===== src/rtl/dino_pkg.sv =====
// Shared definitions for the dino runner engine.
// Contents: game state enum, LFSR tap mask and default seed, grid row indices,
// and the one-step LFSR advance helper.
package dino_pkg;

  typedef enum logic [1:0] {
    StIdle = 2'd0,
    StRun  = 2'd1,
    StOver = 2'd2
  } game_state_e;

  // x^16+x^14+x^13+x^11+1 in shift-right Fibonacci form: taps on bits 0, 2, 3, 5.
  localparam logic [15:0] LfsrTaps    = 16'h002D;
  localparam logic [15:0] DefaultSeed = 16'hACE1;

  // Row positions inside the 2*LANE_W grid vector.
  localparam int unsigned RowGround = 0;
  localparam int unsigned RowAir    = 1;

  function automatic logic [15:0] lfsr_next(input logic [15:0] s);
    return {^(s & LfsrTaps), s[15:1]};
  endfunction

endpackage


===== src/rtl/dino_tick_gen.sv =====
// Game-step prescaler for the dino runner.
// Counts 0..period-1 in every game state and emits a registered one-cycle tick
// on the terminal count. With DINO_SPEEDUP_EN defined the period shrinks by
// TICK_DIV>>3 on each bump, floored at TICK_DIV>>2, and reloads on restart;
// otherwise the period is fixed at TICK_DIV.
// Ports:
//   clk, reset : clock, asynchronous active-low reset
//   restart    : one-cycle pulse on IDLE -> RUN (reloads the period)
//   bump       : one-cycle pulse when the score reaches a multiple of 16
//   tick       : one-cycle game-step strobe
module dino_tick_gen #(
  parameter int unsigned TICK_DIV = 1_000_000
) (
  input  logic clk,
  input  logic reset,
  input  logic restart,
  input  logic bump,
  output logic tick
);

  localparam int unsigned CntW = $clog2(TICK_DIV + 1);

  logic [CntW-1:0] cnt_q, cnt_d;
  logic [CntW-1:0] period;
  logic            wrap;

`ifdef DINO_SPEEDUP_EN
  localparam logic [CntW-1:0] PeriodStep  = CntW'(TICK_DIV >> 3);
  localparam logic [CntW-1:0] PeriodFloor = CntW'(TICK_DIV >> 2);

  logic [CntW-1:0] period_q, period_d;

  always_comb begin
    period_d = period_q;
    if (restart) begin
      period_d = CntW'(TICK_DIV);
    end else if (bump) begin
      if (period_q >= PeriodFloor + PeriodStep) begin
        period_d = period_q - PeriodStep;
      end else begin
        period_d = PeriodFloor;
      end
    end
  end

  always_ff @(posedge clk or negedge reset) begin
    if (!reset) begin
      period_q <= CntW'(TICK_DIV);
    end else begin
      period_q <= period_d;
    end
  end

  assign period = period_q;
`else
  logic unused_ctrl;
  assign unused_ctrl = restart ^ bump;
  assign period      = CntW'(TICK_DIV);
`endif

  // '>=' so a period that shrinks below the running count still wraps at once.
  always_comb begin
    wrap  = (cnt_q >= period - CntW'(1));
    cnt_d = wrap ? '0 : cnt_q + CntW'(1);
  end

  always_ff @(posedge clk or negedge reset) begin
    if (!reset) begin
      cnt_q <= '0;
      tick  <= 1'b0;
    end else begin
      cnt_q <= cnt_d;
      tick  <= wrap;
    end
  end

endmodule


===== src/rtl/dino_runner.sv =====
// Single-lane LED dino runner: jump control, LFSR obstacle spawning, collision
// detection and scoring, all advancing once per game step.
// Optional feature: DINO_SPEEDUP_EN (step period shortens as the score grows).
// Ports:
//   clk, reset   : clock, asynchronous active-low reset
//   jump_button  : raw asynchronous button level
//   start        : one-cycle pulse, IDLE->RUN and OVER->IDLE
//   grid         : [2*LANE_W-1:LANE_W] air row, [LANE_W-1:0] ground row
//   collision    : high while the game is over
//   score        : obstacles cleared, saturating
//   game_state   : 0 IDLE, 1 RUN, 2 OVER
//   tick         : one-cycle game-step strobe
module dino_runner
  import dino_pkg::*;
#(
  parameter int unsigned LANE_W     = 8,
  parameter int unsigned JUMP_TICKS = 3,
  parameter int unsigned TICK_DIV   = 1_000_000,
  parameter int unsigned MIN_GAP    = 4,
  parameter int unsigned SCORE_W    = 16,
  parameter logic [15:0] SEED       = DefaultSeed
) (
  input  logic                  clk,
  input  logic                  reset,
  input  logic                  jump_button,
  input  logic                  start,
  output logic [2*LANE_W-1:0]   grid,
  output logic                  collision,
  output logic [SCORE_W-1:0]    score,
  output logic [1:0]            game_state,
  output logic                  tick
);

  localparam int unsigned GapW = $clog2(MIN_GAP + 1);
  localparam int unsigned AirW = $clog2(JUMP_TICKS + 1);

  game_state_e        state_q, state_d;
  logic [LANE_W-1:0]  lane_q, lane_d, lane_step;
  logic [GapW-1:0]    gap_q, gap_d, gap_step;
  logic [15:0]        lfsr_q, lfsr_d;
  logic               air_q, air_d, air_step;
  logic [AirW-1:0]    air_cnt_q, air_cnt_d, cnt_step;
  logic [SCORE_W-1:0] score_q, score_d, score_step;
  logic [2:0]         btn_q;
  logic               pend_q, pend_d;
  logic               btn_edge, spawn, score_inc, hit, restart, bump;

  // Two synchroniser flops, third flop holds the previous level for edge detect.
  assign btn_edge = btn_q[1] & ~btn_q[2];
  assign restart  = (state_q == StIdle) & start;
  assign bump     = tick & (state_q == StRun) & score_inc & (score_step[3:0] == 4'd0);

  dino_tick_gen #(
    .TICK_DIV (TICK_DIV)
  ) u_tick_gen (
    .clk     (clk),
    .reset   (reset),
    .restart (restart),
    .bump    (bump),
    .tick    (tick)
  );

  // Candidate values for one game step, all taken from pre-step registers.
  always_comb begin
    spawn     = lfsr_q[0] & (gap_q >= GapW'(MIN_GAP));
    lane_step = {lane_q[LANE_W-2:0], spawn};
    if (spawn) begin
      gap_step = GapW'(1);
    end else if (gap_q >= GapW'(MIN_GAP)) begin
      gap_step = gap_q;
    end else begin
      gap_step = gap_q + GapW'(1);
    end

    air_step = air_q;
    cnt_step = air_cnt_q;
    if (!air_q) begin
      if (pend_q) begin
        air_step = 1'b1;
        cnt_step = AirW'(JUMP_TICKS - 1);
      end
    end else if (air_cnt_q == '0) begin
      air_step = 1'b0;
    end else begin
      cnt_step = air_cnt_q - AirW'(1);
    end

    score_inc  = lane_q[LANE_W-1] & (score_q != '1);
    score_step = score_q + SCORE_W'(score_inc);
    hit        = lane_step[LANE_W-1] & ~air_step;
  end

  // Datapath register updates.
  always_comb begin
    lane_d    = lane_q;
    gap_d     = gap_q;
    lfsr_d    = lfsr_q;
    air_d     = air_q;
    air_cnt_d = air_cnt_q;
    score_d   = score_q;
    // A press seen on the step cycle itself is kept for the following step.
    pend_d    = tick ? btn_edge : (pend_q | btn_edge);
    unique case (state_q)
      StIdle: begin
        if (start) begin
          lane_d    = '0;
          gap_d     = GapW'(MIN_GAP);
          air_d     = 1'b0;
          air_cnt_d = '0;
          score_d   = '0;
          pend_d    = 1'b0;
        end
      end
      StRun: begin
        if (tick) begin
          lane_d    = lane_step;
          gap_d     = gap_step;
          lfsr_d    = lfsr_next(lfsr_q);
          air_d     = air_step;
          air_cnt_d = cnt_step;
          score_d   = score_step;
        end
      end
      StOver: begin
        if (start) begin
          lane_d    = '0;
          air_d     = 1'b0;
          air_cnt_d = '0;
        end
      end
      default: ;
    endcase
  end

  always_ff @(posedge clk or negedge reset) begin
    if (!reset) begin
      lane_q    <= '0;
      gap_q     <= GapW'(MIN_GAP);
      lfsr_q    <= SEED;
      air_q     <= 1'b0;
      air_cnt_q <= '0;
      score_q   <= '0;
      btn_q     <= '0;
      pend_q    <= 1'b0;
    end else begin
      lane_q    <= lane_d;
      gap_q     <= gap_d;
      lfsr_q    <= lfsr_d;
      air_q     <= air_d;
      air_cnt_q <= air_cnt_d;
      score_q   <= score_d;
      btn_q     <= {btn_q[1:0], jump_button};
      pend_q    <= pend_d;
    end
  end

  // FSM: state register.
  always_ff @(posedge clk or negedge reset) begin
    if (!reset) begin
      state_q <= StIdle;
    end else begin
      state_q <= state_d;
    end
  end

  // FSM: next state. start is ignored in RUN.
  always_comb begin
    state_d = state_q;
    unique case (state_q)
      StIdle:  if (start) state_d = StRun;
      StRun:   if (tick && hit) state_d = StOver;
      StOver:  if (start) state_d = StIdle;
      default: state_d = StIdle;
    endcase
  end

  // FSM: outputs.
  always_comb begin
    collision  = (state_q == StOver);
    game_state = state_q;
    score      = score_q;
    grid       = '0;
    grid[RowGround*LANE_W +: LANE_W]      = lane_q;
    grid[RowGround*LANE_W + LANE_W - 1]   = lane_q[LANE_W-1] | ~air_q;
    grid[RowAir*LANE_W + LANE_W - 1]      = air_q;
  end

endmodule

===== config.mk =====
export PLATFORM = sky130hd
export DESIGN_NAME = dino_runner
export DESIGN_NICKNAME = d
export VERILOG_FILES = /design/src/rtl/dino_pkg.sv /design/src/rtl/dino_tick_gen.sv /design/src/rtl/dino_runner.sv
export SDC_FILE = /design/constraint.sdc
export NUM_CORES = 1
export LEC_CHECK = 0
export CAP_MARGIN = 10
export CORE_AREA = 2 2 97 99
export CTS_CLUSTER_DIAMETER = 200
export CTS_CLUSTER_SIZE = 10
export DETAILED_ROUTE_END_ITERATION = 8
export DIE_AREA = 0 0 99 101
export SLEW_MARGIN = 10
export SYNTH_ARGS = -nofsm -noshare
export SYNTH_HDL_FRONTEND = slang
export SYNTH_SLANG_ARGS = --single-unit

===== constraint.sdc =====
create_clock -name clk -period 5.5 [get_ports clk]
set_input_delay 1.375 -clock clk [delete_from_list [all_inputs] [get_ports clk]]
set_output_delay 1.375 -clock clk [all_outputs]
set_load 0.1 [all_outputs]

After elaboration in Yosys (flattened, before gate mapping)
Cells that the tools add are included.

Register bits: 73. Input port bits: 4. Output and inout port bits: 36. Word-level logic and storage cells: 80.

Add/sub/neg operators: 4. Order comparisons: 2. Equal/unequal tests: 11. Mux-type cells: 30. Bitwise logic cells: 9. Reduce and logical (&&, ||, !) cells: 13.

Operators by type and width (number): $mux 16 (2); $pmux 16 s2 (1); $add 20x1->20 const B (1); $ge 20x20->1 const B (1); $mux 20 (1); $add 16x1->16 (1); $mux 8 (2); $ne 16x16->1 const B (1); $pmux 8 s2 (1); $reduce_xor 16->1 (1); $mux 2 (7); $mux 3 (4); $ne 3x3->1 const B (3); $reduce_and 3->1 (3); $mux 1 (8); $ne 2x1->1 const B (3); $pmux 2 s3 (1); $pmux 3 s2 (1); $reduce_and 5->1 (1); $and 1x1->1 (4); $logic_not 2->1 (2); $ne 2x2->1 const B (2); $pmux 2 s2 (1); $reduce_and 4->1 (1); 12 further kinds (16).

Logic depth before layout (Yosys ltp)
Depth in word-level cells: 8. Gate-level depth with buffers: 8. Depth with buffers taken out: 8.

Modules after synthesis
Synthesis repeated with hierarchy kept, for this count alone.

Cell total of the unflattened synthesis: 377. Area total of the unflattened synthesis: 3664.8 µm².

Modules (own cells, without submodules): dino_runner (times used 1, cells an instance 271, area an instance 2587.5 µm², sequential area each 1312.5 µm²); dino_tick_gen (times used 1, cells an instance 106, area an instance 1077.3 µm², sequential area each 525.5 µm²).

Worst setup path after synthesis
OpenSTA, ideal clock, no wires.

Path kind: register to output. Start: register state_q[1] (netlist: game_state[1]). End: output port collision. Data arrival time: 2.533 ns. Required time: 4.125 ns. Path slack: 1.592 ns. Stages on the path, launching flop included: 3. Buffers on the path: 1. Cells stage by stage: dfrtp_1 buf_6 nor2b_1.

Cells in the longest elaborated chain, start to end: 1.

RTL lines: from (decl) (line dino_runner.sv:37) `game_state_e state_q, state_d;`; from (signal assigned) (line dino_runner.sv:160) `state_q <= StIdle;`; from (signal assigned) (line dino_runner.sv:162) `state_q <= state_d;`; $eq 2x2->1 (line dino_runner.sv:179) `collision = (state_q == StOver);`; to (decl) (line dino_runner.sv:28) `output logic collision,`.

No other way between the ends.

Final worst setup path
Same ends and word-level chain as after synthesis.

==> impl_results.rst <==
.. list-table::
   :header-rows: 1

   * - Metric
     - Value
   * - CTS tree
     - done
   * - P&R area growth vs syn
     - 15.0%
   * - Worst slew margin
     - 32.2%
   * - Area fraction in compound gates after synthesis
     - 11.5%
   * - Starting density of the core
     - 39.1%
   * - Amount of wire on met2 after detailed routing
     - 3140 um
   * - Final Skew
     - 14.2 ps
   * - Congestion Overflow GR
     - 0
   * - Commonest non-fill, non-tap cell in the layout
     - nand2_1
   * - Area of the mapped netlist
     - 0.00351 mm^2
   * - Xor/xnor cell area share of the yosys netlist
     - 5.75%
   * - Final min period
     - 3600 ps
   * - Syn Area/Cell
     - 9.58 um^2
   * - Met3 layer wire length in the routed design
     - 207 um
   * - Final Cycle Share
     - 65.5%
   * - Count of flip-flops with a built-in enable after synthesis
     - 0
   * - Multiplexer area fraction after synthesis
     - 0%
   * - Startpoint types
     - flop
   * - Share of cells above drive strength 1
     - 8.35%
   * - Syn Inst Count
     - 366
   * - Hold Fails Final Rpt
     - 0
   * - Clock slew at reported path FFs
     - 90 ps
   * - DRC violation count after routing
     - 0
   * - Global-route wire length before repair
     - 11,500 um
   * - Nets
     - 399
   * - Achievable clock frequency
     - 278 MHz
   * - Core Util, Final
     - 44.9%
   * - Arrival time at the worst endpoint
     - 2230 ps
   * - Horizontal die dimension
     - 99 um
   * - Gates resized, CTS repair
     - 0
   * - Antenna diode count
     - 0
   * - Iteration count of the initial detailed-routing pass
     - 4
   * - Min-delay src
     - btn_q[0]
   * - Ports placed on the boundary
     - 40
   * - WL final
     - 6700 um
   * - RD Place Congestion
     - 0.761
   * - Data required time at the worst endpoint
     - 4120 ps
   * - Worst path top cell family by delay
     - buffers and inverters
   * - Max-slew violations
     - 0
   * - Worst path slowest cell
     - clkdlybuf4s50_1
   * - Maximum number of pins on one net before global-route repair
     - 45
   * - Clock tree sinks
     - 73
   * - Count of buffers from port buffering
     - 32
   * - Routed length on met1
     - 3230 um
   * - Floorplan die area
     - 0.0100 mm^2
   * - Number of buffers created by CTS
     - 9
   * - Post-CTS Hold Buffers
     - 0
   * - WL per Instance
     - 13.2 um
   * - Critical path startpoint
     - game_state[1]
   * - Library cell used as clock root buffer
     - clkbuf_8
   * - Placed wire-length estimate
     - 4450 um
   * - Sequential fraction of the synthesis area
     - 52.4%
   * - Count of warnings emitted by yosys
     - 0
   * - Max stage delay on crit path
     - 1150 ps
   * - Die height
     - 101 um
   * - Cell variety after synth
     - 47
   * - Setup repair bufs after CTS
     - 0
   * - Dominant combinational cell family by area after synthesis
     - simple AND/OR/NAND/NOR gates
   * - Number of inserted filler cells in the final layout
     - 840
   * - Adder and majority gate portion of the synthesized area
     - 1.78%
   * - Highest Signal Layer
     - met4
   * - Highest-count cells in the layout ignoring fill and taps
     - 68 x nand2_1, 64 x dfrtp_1, 31 x clkdlybuf4s50_1
   * - Post-placement setup slack
     - 2060 ps
   * - Worst supply voltage drop on vdd
     - 0.115 mV
   * - Number of buffer and inverter instances along the worst setup path
     - 1
   * - Most frequently used flop master after synthesis
     - dfrtp_1
   * - Worst hold margin
     - 348 ps
   * - Non-filler cells in the finished layout
     - 506
   * - Antenna violations before repair
     - 0
   * - Leakage dissipation
     - 1.71 nW
   * - Capturing element type of the critical path
     - primary output
   * - Final-layout setup total negative slack
     - 0 ps
   * - Cell-by-cell listing of the critical path
     - nor2b_1 > clkdlybuf4s50_1
   * - CORE AREA
     - 0.00898 mm^2
   * - Slew @ Worst Pin
     - 1010 ps
   * - Insertion delay of the later-clocked pin in the worst-skew pair
     - 350 ps
   * - Fraction of registers with async set or reset after synthesis
     - 100%
   * - Count of final setup violators
     - 0
   * - Result of the run
     - finished, final reports clean
   * - Clock Path Buffers
     - 2
   * - Startpoint of the most critical register-to-register path
     - game_state[1]
   * - Clock H-tree levels
     - 3
   * - Number of DRC markers after the initial detailed-route iteration
     - 61
   * - Final setup margin
     - 1900 ps
   * - Via density per instance
     - 5.12
   * - Setup Crit Path Kind
     - flop to primary output
   * - Unrepaired setup endpoints after global routing
     - false
   * - Routed vias
     - 2,593
   * - Hold/Removal Path Class
     - flop to flop
   * - Total track usage
     - 14.4%
   * - Crit path max fanout
     - 11
   * - Simple-gate share of the synthesized area
     - 22.1%
   * - Power per cell area
     - 255 mW/mm^2
   * - Reported max-cap violation count
     - 0
   * - Post-detailed-route count of antenna-violating nets
     - 0
   * - Standard-cell row count
     - 35
   * - Number of global-route vias before repair
     - 2,513
   * - Register bit total from synthesis
     - 73
   * - Cell Count Post-Placement
     - 490
worst register-to-register path: stages (launching register included):
cell	delay, ps
dfrtp_1	490
nand3b_1	820
a2111o_1	690
or4_1	410
a21oi_1	150
per-stage QoR:
stage,power [W],instance area [um^2]
3_5_place_dp,0.000644,3840
5_1_grt,0.00107,4030
6_report,0.00103,4030
3_3_place_gp,0.000643,3840
4_1_cts,0.00105,4030
2_1_floorplan,0.000623,3530
cells by family (layout without fill, tap and decap cells):
logic type / after synthesis / in the layout
other: 1 / 7
and+or+nand+nor: 162 / 162
buffers and inverters: 41 / 64
adders and majority gates: 5 / 5
DFF: 73 / 73
AOI/OAI and AO/OA: 61 / 61
xor gates and xnor gates: 23 / 23
per-layer routing:
layer / GRT usage (%) / vias to the layer above
met3: 3.40 / 10
met1: 18.2 / 1258
met5: 0 / -
met4: 6.74 / 0
met2: 23.3 / 34
li1: - / 1291
final timing paths:
path                           endpoint  slack (ps)  depth (start not counted)
setup / recovery              collision        1900                          2
hold / removal                 btn_q[1]         350                          0
setup reg to reg              score[13]        2880                          4
hold reg to reg                btn_q[1]         350                          0
max in group asynchronous    lfsr_q[10]        3310                          2
min in group asynchronous  air_cnt_q[0]        1180                          1
state kept, by name, summed over array words and instances (netlist names):
name / flops
u_tick_gen.cnt_q: 20
lfsr_q: 16
score: 16
lane_q: 8
btn_q: 3
gap_q: 3
air_cnt_q: 2
game_state: 2
air_q: 1
pend_q: 1
u_tick_gen.tick: 1
Yosys cell counts, types with 5 or more instances:
master | count | area share [%]
o21ai_0 | 15 | 2.1
dfstp_2 | 9 | 6.7
nor4_1 | 6 | 1.1
xor2_1 | 6 | 1.5
a21oi_1 | 17 | 2.4
a22o_1 | 8 | 2.0
inv_1 | 12 | 1.3
or3_1 | 8 | 1.4
nand3_1 | 13 | 1.9
clkbuf_1 | 10 | 1.1
nand2_1 | 68 | 7.3
nor2_1 | 27 | 2.9
ha_1 | 5 | 1.8
nand4_1 | 7 | 1.2
xnor2_1 | 17 | 4.2
nor3_1 | 8 | 1.1
buf_4 | 15 | 3.2
dfrtp_1 | 64 | 46
layout make-up:
type / count / area (um^2) / share of cell area (%)
multi-input cells: 258 / 1480 / 36.6
clock inverters: 6 / 51.3 / 1.27
repair buffers: 36 / 345 / 8.57
well taps: 111 / 139 / 3.45
flip-flops and latches: 73 / 1840 / 45.6
clock buffers: 10 / 138 / 3.41
inverters: 12 / 45.0 / 1.12
report_power, final:
part / switching [W] / internal (W)
Sequential: 0.00000629 / 0.000543
Clock: 0.000214 / 0.000182
Combinational: 0.0000706 / 0.0000131
Total: 0.000291 / 0.000737
(Power assumes the default switching activity.)
